[src/rtl/cache_pkg.sv]
// cache_pkg: shared definitions for the cache-line controller.
//   state_e      controller state encoding (IDLE=0, HIT=1, WRITEBACK=2, FILL=3, ERROR=4)
//   SramSrcCpu   SRAM write data taken from the CPU
//   SramSrcMem   SRAM write data taken from the SDRAM controller
package cache_pkg;

  typedef enum logic [2:0] {
    StIdle      = 3'd0,
    StHit       = 3'd1,
    StWriteback = 3'd2,
    StFill      = 3'd3,
    StError     = 3'd4
  } state_e;

  localparam logic SramSrcCpu = 1'b0;
  localparam logic SramSrcMem = 1'b1;

endpackage

[src/rtl/xfer_counter.sv]
// xfer_counter: word index and stall counter for one line transfer.
//   clk, rst        clock, asynchronous active-high reset
//   i_clear         force both counters to zero
//   i_ack, i_strb   SDRAM handshake; an ack only counts while strobe is high
//   o_word_offset   word index of the current transfer
//   o_last_word     word_offset is at the final word of the line
//   o_timeout       this stalled cycle brings wait_cnt up to TIMEOUT
module xfer_counter #(
  parameter int unsigned WORDS_PER_LINE = 16,
  parameter int unsigned OFF_W          = $clog2(WORDS_PER_LINE),
  parameter int unsigned TIMEOUT        = 255
) (
  input  logic             clk,
  input  logic             rst,
  input  logic             i_clear,
  input  logic             i_ack,
  input  logic             i_strb,
  output logic [OFF_W-1:0] o_word_offset,
  output logic             o_last_word,
  output logic             o_timeout
);

  localparam int unsigned WaitW = (TIMEOUT > 0) ? $clog2(TIMEOUT + 1) : 1;
  localparam logic [OFF_W-1:0] LastOff  = OFF_W'(WORDS_PER_LINE - 1);
  localparam logic [WaitW-1:0] WaitMax  = WaitW'(TIMEOUT);
  localparam logic [WaitW-1:0] WaitLast = WaitW'(TIMEOUT - 1);

  logic [OFF_W-1:0] r_offset;
  logic [WaitW-1:0] r_wait;
  logic             w_take;

  assign w_take = i_strb & i_ack;

  // Offset stops at the last word; only i_clear brings it back to zero.
  always_ff @(posedge clk or posedge rst) begin
    if (rst) begin
      r_offset <= '0;
    end else if (i_clear) begin
      r_offset <= '0;
    end else if (w_take && (r_offset != LastOff)) begin
      r_offset <= r_offset + 1'b1;
    end
  end

  // Counts stalled strobe cycles, saturating at TIMEOUT.
  always_ff @(posedge clk or posedge rst) begin
    if (rst) begin
      r_wait <= '0;
    end else if (i_clear || w_take) begin
      r_wait <= '0;
    end else if (i_strb && (r_wait != WaitMax)) begin
      r_wait <= r_wait + 1'b1;
    end
  end

  assign o_word_offset = r_offset;
  assign o_last_word   = (r_offset == LastOff);
  assign o_timeout     = (TIMEOUT != 0) && i_strb && !i_ack && (r_wait == WaitLast);

endmodule

[src/rtl/cache_line_fsm.sv]
// cache_line_fsm: cache-line controller between CPU, tag/SRAM array and SDRAM.
//   clk, rst                          clock, asynchronous active-high reset
//   cpu_req, cpu_wr                   CPU request and direction
//   hit, line_valid, line_dirty       tag-store status of the indexed line
//   mem_ack                           SDRAM moved one word this cycle
//   rdy                               request complete (pulse)
//   wen_sram, sram_src_sel            SRAM write enable and data source
//   cpu_out_sel                       return SRAM data to the CPU
//   mem_strb, mem_wr                  SDRAM request and direction (1 = write-back)
//   word_offset                       word index of the current transfer
//   set_dirty, clr_dirty, set_valid, tag_wr  status-update pulses
//   busy, err                         controller not idle; SDRAM timeout pulse
module cache_line_fsm
  import cache_pkg::*;
#(
  parameter int unsigned WORDS_PER_LINE = 16,
  parameter int unsigned OFF_W          = $clog2(WORDS_PER_LINE),
  parameter int unsigned TIMEOUT        = 255
) (
  input  logic             clk,
  input  logic             rst,
  input  logic             cpu_req,
  input  logic             cpu_wr,
  input  logic             hit,
  input  logic             line_valid,
  input  logic             line_dirty,
  input  logic             mem_ack,
  output logic             rdy,
  output logic             wen_sram,
  output logic             sram_src_sel,
  output logic             cpu_out_sel,
  output logic             mem_strb,
  output logic             mem_wr,
  output logic [OFF_W-1:0] word_offset,
  output logic             set_dirty,
  output logic             clr_dirty,
  output logic             set_valid,
  output logic             tag_wr,
  output logic             busy,
  output logic             err
);

  state_e r_state, w_state_next;
  logic   r_wr;
  logic   w_strb, w_clear, w_last, w_timeout;

  // Kept out of the decode block so the counter's timeout does not look like a loop.
  assign w_strb   = (r_state == StWriteback) || (r_state == StFill);
  assign mem_strb = w_strb;
  assign busy     = (r_state != StIdle);

  xfer_counter #(
    .WORDS_PER_LINE(WORDS_PER_LINE),
    .OFF_W         (OFF_W),
    .TIMEOUT       (TIMEOUT)
  ) u_xfer_counter (
    .clk          (clk),
    .rst          (rst),
    .i_clear      (w_clear),
    .i_ack        (mem_ack),
    .i_strb       (w_strb),
    .o_word_offset(word_offset),
    .o_last_word  (w_last),
    .o_timeout    (w_timeout)
  );

  always_ff @(posedge clk or posedge rst) begin
    if (rst) begin
      r_state <= StIdle;
      r_wr    <= 1'b0;
    end else begin
      r_state <= w_state_next;
      if ((r_state == StIdle) && cpu_req) begin
        r_wr <= cpu_wr;
      end
    end
  end

  always_comb begin
    w_state_next = r_state;
    w_clear      = 1'b0;
    rdy          = 1'b0;
    wen_sram     = 1'b0;
    sram_src_sel = SramSrcCpu;
    cpu_out_sel  = 1'b0;
    mem_wr       = 1'b0;
    set_dirty    = 1'b0;
    clr_dirty    = 1'b0;
    set_valid    = 1'b0;
    tag_wr       = 1'b0;
    err          = 1'b0;
    unique case (r_state)
      StIdle: begin
        w_clear = 1'b1;
        if (cpu_req) begin
          if (hit) begin
            w_state_next = StHit;
          end else if (line_valid && line_dirty) begin
            w_state_next = StWriteback;
          end else begin
            w_state_next = StFill;
          end
        end
      end
      StHit: begin
        rdy          = 1'b1;
        cpu_out_sel  = 1'b1;
        wen_sram     = r_wr;
        set_dirty    = r_wr;
        w_clear      = 1'b1;
        w_state_next = StIdle;
      end
      StWriteback: begin
        mem_wr = 1'b1;
        if (mem_ack && w_last) begin
          clr_dirty    = 1'b1;
          w_clear      = 1'b1;
          w_state_next = StFill;
        end else if (w_timeout) begin
          w_clear      = 1'b1;
          w_state_next = StError;
        end
      end
      StFill: begin
        sram_src_sel = SramSrcMem;
        wen_sram     = mem_ack;
        if (mem_ack && w_last) begin
          set_valid    = 1'b1;
          tag_wr       = 1'b1;
          w_clear      = 1'b1;
          w_state_next = StHit;  // replay the CPU op against the new line
        end else if (w_timeout) begin
          w_clear      = 1'b1;
          w_state_next = StError;
        end
      end
      StError: begin
        err          = 1'b1;
        rdy          = 1'b1;
        w_clear      = 1'b1;
        w_state_next = StIdle;
      end
      default: begin
        w_state_next = StIdle;
      end
    endcase
  end

endmodule

[config.mk]
export PLATFORM = sky130hd
export DESIGN_NAME = cache_line_fsm
export DESIGN_NICKNAME = d
export VERILOG_FILES = /design/src/rtl/cache_pkg.sv /design/src/rtl/xfer_counter.sv /design/src/rtl/cache_line_fsm.sv
export SDC_FILE = /design/constraint.sdc
export NUM_CORES = 1
export LEC_CHECK = 0
export BUFFER_PORTS_ARGS = -buffer_cell sky130_fd_sc_hd__buf_2
export CORE_UTILIZATION = 45
export DETAILED_ROUTE_END_ITERATION = 8
export HOLD_SLACK_MARGIN = 0.06
export PLACE_DENSITY = 0.72
export SKIP_CTS_REPAIR_TIMING = 1
export SLEW_MARGIN = 40
export SYNTH_ARGS = -nofsm -noshare
export SYNTH_HDL_FRONTEND = slang
export SYNTH_SLANG_ARGS = --single-unit
export TNS_END_PERCENT = 100
[constraint.sdc]
create_clock -name clk -period 2.6 [get_ports clk]
set_clock_uncertainty 0.2 [all_clocks]
set_input_delay 0.26 -clock clk [delete_from_list [all_inputs] [get_ports clk]]
set_output_delay 0.26 -clock clk [all_outputs]
set_load 0.02 [all_outputs]
Word-level counts from Yosys, hierarchy flattened
Index checks and enable logic that the tools add are counted.
{ "word_totals": {"out_inout_bits": 16, "latch_bits": 0, "ram_bits": 0, "register_bits": 16, "mem_count": 0, "rom_bits": 0, "input_bits": 8, "elab_cells": 57} }
{ "classes": {"bitwise": 1, "mul": 0, "reduce_logical": 17, "magnitude_cmp": 0, "eq_ne": 9, "n_mux": 24, "n_shift": 0, "div": 0, "n_addsub": 2} }
{ "ops": {"columns": ["operator", "count"], "rows": [
  ["two-way mux 8 bit", 2],
  ["two-way mux 1 bit", 12],
  ["two-way mux 3 bit", 4],
  ["one-hot mux 3 bit (3 select lines)", 1],
  ["adder 8 x 1 -> 8 bit, second input constant", 1],
  ["equality test 8 bit, second input constant", 1],
  ["two-way mux 4 bit", 2],
  ["!= test 8 bit, second input constant", 1],
  ["logical AND 1 bit", 7],
  ["equality test 3 x 2 -> 1 bit, second input constant", 2],
  ["adder 4 x 1 -> 4 bit, second input constant", 1],
  ["equality test 4 bit, second input constant", 1],
  ["!= test 4 bit, second input constant", 1],
  ["one-hot mux 1 bit (2 select lines)", 2],
  ["nonzero test 2 bit", 2],
  ["OR reduction 2 bit", 2],
  ["equality test 3 x 1 -> 1 bit, second input constant", 1],
  ["equality test 3 bit, second input constant", 1],
  ["zero test 3 bit", 1],
  ["nonzero test 3 bit", 1],
  ["OR reduction 3 bit", 1],
  ["logical OR 1 bit", 2],
  ["two-way mux 2 bit", 1],
  ["!= test 2 bit, second input constant", 1],
  ["other kinds (2)", 2]
]} }

Depth between registers and ports, before layout
{ "depth": {"depth_word": 9, "depth_mapped": 7, "mapped_depth_nobuf": 6} }

Cells and area by module
A second synthesis with hierarchy kept.
{ "hier_totals": {"hier_cells": 111, "area_unflattened_um2": 1018.5} }
{ "modules_own_cells": {"columns": ["module", "area_each_um2", "cells_each", "n_inst", "seq_area_each_um2"], "rows": [
  ["xfer_counter", 700.7, 72, 1, 300.3],
  ["cache_line_fsm", 317.8, 39, 1, 100.1]
]} }

Least setup slack after synthesis
OpenSTA, ideal clock, no wires.
{ "synth_path": {"path_type": "flip-flop to output port", "start": "register r_state[1]", "end": "output wen_sram", "arrival_time_ns": 1.615, "n_path_buf": 1, "path_stages_with_launch": 5, "required_time_ns": 2.140, "path_slack_ns": 0.525, "cell_sequence": "dfrtp_1 buf_6 nor3_1 and2_1 a21o_1"} }
{ "synth_between": {"elab_chain_cells": 2, "word_cells_on_any_way": 3, "classes_between": "eq/ne (2); mux (1)"} }
{ "synth_rtl": {"columns": ["element", "line_no", "source"], "rows": [
  ["start: declaration", "cache_line_fsm.sv:43", "state_e r_state, w_state_next;"],
  ["start signal: assignment", "cache_line_fsm.sv:69", "r_state <= StIdle;"],
  ["start signal: assignment", "cache_line_fsm.sv:72", "r_state <= w_state_next;"],
  ["equality test 3 x 2 -> 1 bit / equality test 3 x 1 -> 1 bit (equally long branches)", "cache_line_fsm.sv:92", "unique case (r_state)"],
  ["one-hot mux 1 bit (2 select lines) (*)", "cache_line_fsm.sv:92", null],
  ["end: declaration", "cache_line_fsm.sv:29", "output logic wen_sram,"]
]} }
Every way passes the cells marked *; elsewhere a longest branch is shown, timed or not.

Worst setup path in the final report
Same ends and word-level chain as after synthesis.

==> impl_results.rst <==
.. list-table::
   :header-rows: 1

   * - Metric
     - Value
   * - Hold WC Path Type
     - in -> reg
   * - Remaining antenna violation count
     - 0
   * - Relative slew slack
     - between 50% and 60%
   * - Final hold violation count
     - 0
   * - Endpoint kind of the worst setup timing path
     - primary output
   * - Core Footprint
     - 2060 µm²
   * - Initial core utilization
     - between 40% and 50%
   * - Type of the setup path with the least slack
     - reg -> out
   * - Hold depth
     - 3
   * - Share of synthesized cell area in full adder, half adder and majority cells
     - 3.65%
   * - Vias post-DR
     - 867
   * - Cell count after synthesis
     - 102
   * - Basic-gate share of the synthesized area counting and, or, nand and nor cells
     - 24.1%
   * - Area added between synthesis and finish
     - 15.1%
   * - Flops & latches, synth
     - 16
   * - Depth of the worst register-to-register path
     - 4
   * - Final worst path period need
     - around 2300 ps
   * - Number of standard-cell rows in the floorplan
     - 16
   * - Initial drt markers
     - 9
   * - Power per unit of standard cell area
     - ~790 nW/µm²
   * - Final std cell area, no fill
     - about 1200 µm²
   * - Worst Min Path Start
     - cpu_req
   * - Cell family with the largest share of critical-path delay
     - flip-flops
   * - Max Clock Freq
     - between 400 and 500 MHz
   * - Clock root cell
     - sky130_fd_sc_hd__clkbuf_4
   * - Synthesized cell area
     - 1030 µm²
   * - Mean number of vias per cell
     - 5.67
   * - Share of cell area taken by muxes after synthesis
     - 3.04%
   * - Status
     - finished, final reports clean
   * - Post-Synthesis Mean Instance Area
     - 10.1 µm²
   * - Hold EP
     - r_state[0]$_DFFE_PP0P_
   * - Share of flip-flops with an asynchronous set or reset after synthesis
     - 100%
   * - GP Congestion
     - about 0.77
   * - Count of boundary I/O pins
     - 24
   * - # setup viols final
     - 0
   * - Cts bufs inserted
     - 3
   * - Maximum count of clock buffers along a single path
     - 2
   * - Final instance count without filler cells
     - 153
   * - Cell variety after synth
     - 44
   * - Clock latency of the later-clocked register in the worst-skew pair
     - 280 ps
   * - Critical Path Slowest Stage Cell
     - sky130_fd_sc_hd__dfrtp_1
   * - FF-to-FF setup slack
     - ~790 ps
   * - Synth Area in Compound Gates
     - roughly 18%
   * - Max VDD drop
     - between 400 and 500 µV
   * - Die outline width
     - 49.8 µm
   * - Area share of the largest cell type after synthesis
     - 38.9%
   * - Transition time at the pin with the least slew margin
     - 610 ps
   * - Die Span Y
     - 49.8 µm
   * - Total die area
     - 2480 µm²
   * - Overall overflow remaining after global route
     - 0
   * - Dominant synthesized flop cell
     - sky130_fd_sc_hd__dfrtp_1
   * - Total negative setup slack
     - 0 ps
   * - Final worst setup slack
     - 350 ps
   * - Number of flops mapped to enable cells by yosys
     - 0
   * - Share of the cycle needed by the critical path after routing
     - between 80% and 90%
   * - Half-perimeter wire length after placement
     - approximately 1600 µm
   * - Net count of the finished layout
     - 139
   * - Max-cap viol count
     - 0
   * - Dpl cell area
     - 1130 µm²
   * - Inst Count DP
     - 147
   * - Data required time of the worst path
     - 2140 ps
   * - Global-route wire length before repair
     - 3590 µm
   * - Main combinational cell family by area after synthesis
     - simple AND/OR/NAND/NOR gates
   * - Crit path arrival time
     - 1790 ps
   * - Leading area contributor after synthesis
     - sky130_fd_sc_hd__dfrtp_1
   * - Cells along the critical path
     - nand2b_1, inv_4, nand2_1, inv_1, a21o_1, buf_2
   * - Number of clock sinks
     - 16
   * - Sum of routed wire length over all layers
     - 2090 µm
   * - Cell types with the highest counts after synthesis
     - sky130_fd_sc_hd__dfrtp_1 (16), sky130_fd_sc_hd__nor2_1 (12), sky130_fd_sc_hd__inv_1 (6), sky130_fd_sc_hd__nand4_1 (6)
   * - Critical path depth
     - 6
   * - # DRC
     - 0
   * - Maximum number of pins on one net before global-route repair
     - 17
   * - Portion of the post-synthesis area used by sequential elements
     - 38.9%
   * - Htree depth
     - 1
   * - Number of buffer cells added on primary ports
     - 23
   * - Clock tree from TritonCTS
     - built
   * - Library cell with the highest instance count after synthesis
     - sky130_fd_sc_hd__dfrtp_1
   * - Leakage
     - 0.000553 µW
   * - Cells taking the most area after synthesis
     - sky130_fd_sc_hd__dfrtp_1 (39%), sky130_fd_sc_hd__nor2_1 (4.4%), sky130_fd_sc_hd__ha_1 (3.6%), sky130_fd_sc_hd__nand4_1 (3.6%), sky130_fd_sc_hd__xnor2_1 (3.4%)
   * - Biggest cell delay along the critical path
     - 570 ps
   * - Diode insertion count for antenna repair
     - 0
   * - Clock-pin transition on the worst setup and hold timing paths
     - 90 ps
   * - Initial antenna violation count
     - 0
   * - Launch instance of the worst register-to-register path
     - u_xfer_counter.r_wait[4]$_DFFE_PP0P_
   * - Xor/xnor share of the synthesized area
     - 5.11%
   * - Via count of the first global-routing pass
     - ~800
   * - Setup repair after global routing missed its margin
     - false
   * - Worst slack after detailed placement
     - between 600 and 700 ps
   * - Kind of launch point of the worst setup path
     - register
   * - Pre-antenna DRT Iters
     - 4
   * - Buffers and inverters on the worst path
     - 3
   * - Critical path fanouts, max
     - 10
   * - WL per Instance
     - 13.7 µm
   * - Worst setup path startpoint
     - r_state[1]$_DFFE_PP0P_
   * - Endpoint of the most critical register-to-register path
     - u_xfer_counter.o_word_offset[2]$_DFFE_PP0P_
   * - Worst hold slack
     - 48.9 ps
   * - Final Max Tran Viols
     - 0
   * - Syn_nets
     - 113
   * - Ys Warns
     - 0
   * - Layout cells sized above 1
     - between 30% and 40%
   * - GRT Overall Usage
     - 19.3%
==> worst register-to-register path, delay by kind of cell, from the launching register on <==
| kind | cells | cell delay [ps] |
|---|---|---|
| and+or+nand+nor | 3 | 730 |
| DFF | 1 | 440 |
| AOI/OAI and AO/OA | 1 | 330 |
==> per-stage QoR <==
| step | util (%) | total power (µW) |
|---|---|---|
| after global placement | 54.9 | 792 |
| after detailed placement | 54.9 | 807 |
| after CTS | 55.9 | 936 |
| final | 57.4 | 934 |
| after floorplan | - | 697 |
| after global routing | 57.4 | 1010 |
==> placed cells by master, fill, tap and decap left out, types with 2 or more instances in the layout <==
cell type / synthesis / layout
sky130_fd_sc_hd__dlygate4sd3_1: 0 / 3
sky130_fd_sc_hd__buf_2: 1 / 23
sky130_fd_sc_hd__a21oi_1: 3 / 3
sky130_fd_sc_hd__ha_1: 3 / 3
sky130_fd_sc_hd__xor2_1: 2 / 2
sky130_fd_sc_hd__a211oi_1: 2 / 2
sky130_fd_sc_hd__nor3_1: 3 / 3
sky130_fd_sc_hd__nand3_1: 3 / 3
sky130_fd_sc_hd__o211ai_1: 2 / 2
sky130_fd_sc_hd__and3_1: 2 / 2
sky130_fd_sc_hd__mux2i_1: 2 / 2
sky130_fd_sc_hd__nand2_1: 4 / 4
sky130_fd_sc_hd__clkbuf_4: 0 / 3
sky130_fd_sc_hd__xnor2_1: 4 / 4
sky130_fd_sc_hd__dfrtp_1: 16 / 16
sky130_fd_sc_hd__inv_1: 6 / 6
sky130_fd_sc_hd__o21ai_0: 2 / 2
sky130_fd_sc_hd__nor2_1: 12 / 12
sky130_fd_sc_hd__nand4_1: 6 / 6
==> flip-flops by register name (all words and copies together), names as in the netlist <==
signal                        cells
r_state                           3
r_wr                              1
u_xfer_counter.o_word_offset      4
u_xfer_counter.r_wait             8
==> layer usage <==
metal | vias to the layer above | global-route usage (%) | wire [µm]
met1 | 420 | 23.1 | 927
met5 | - | 0 | 0
met3 | 2 | 5.56 | 81
met4 | 0 | 8.10 | 19
met2 | 23 | 32.2 | 1060
li1 | 422 | - | -
==> power by group <==
group / internal, µW / switching [µW]
combinational: 157 / 251
clock: 53.8 / 74.1
sequential: 309 / 88.6
total: 519 / 414
==> layout make-up <==
cell class                 instances  area, µm²
fill                             198        878
multi-input combinational         74        553
sequential                        16        400
timing repair buffer              26        145
tap                               27       33.8
inverter                           7       28.8
clock buffer                       3       22.5
==> cell families (layout without fill, tap and decap cells) <==
| logic type | count (synthesis) | in the layout |
|---|---|---|
| AO/OA/AOI/OAI | 20 | 20 |
| XOR/XNOR | 6 | 6 |
| adder cells (fa/ha/maj) | 3 | 3 |
| buffers and inverters | 12 | 36 |
| flip-flops | 16 | 16 |
| multiplexers | 3 | 3 |
| AND/OR/NAND/NOR | 42 | 42 |
==> worst max path at each step <==
stage                     to  slack (ps)
floorplan           wen_sram         530
global placement    wen_sram         760
detailed placement  wen_sram         690
CTS                 wen_sram         360
global route        wen_sram         220
finish              wen_sram         350
(Power assumes the default switching activity.)
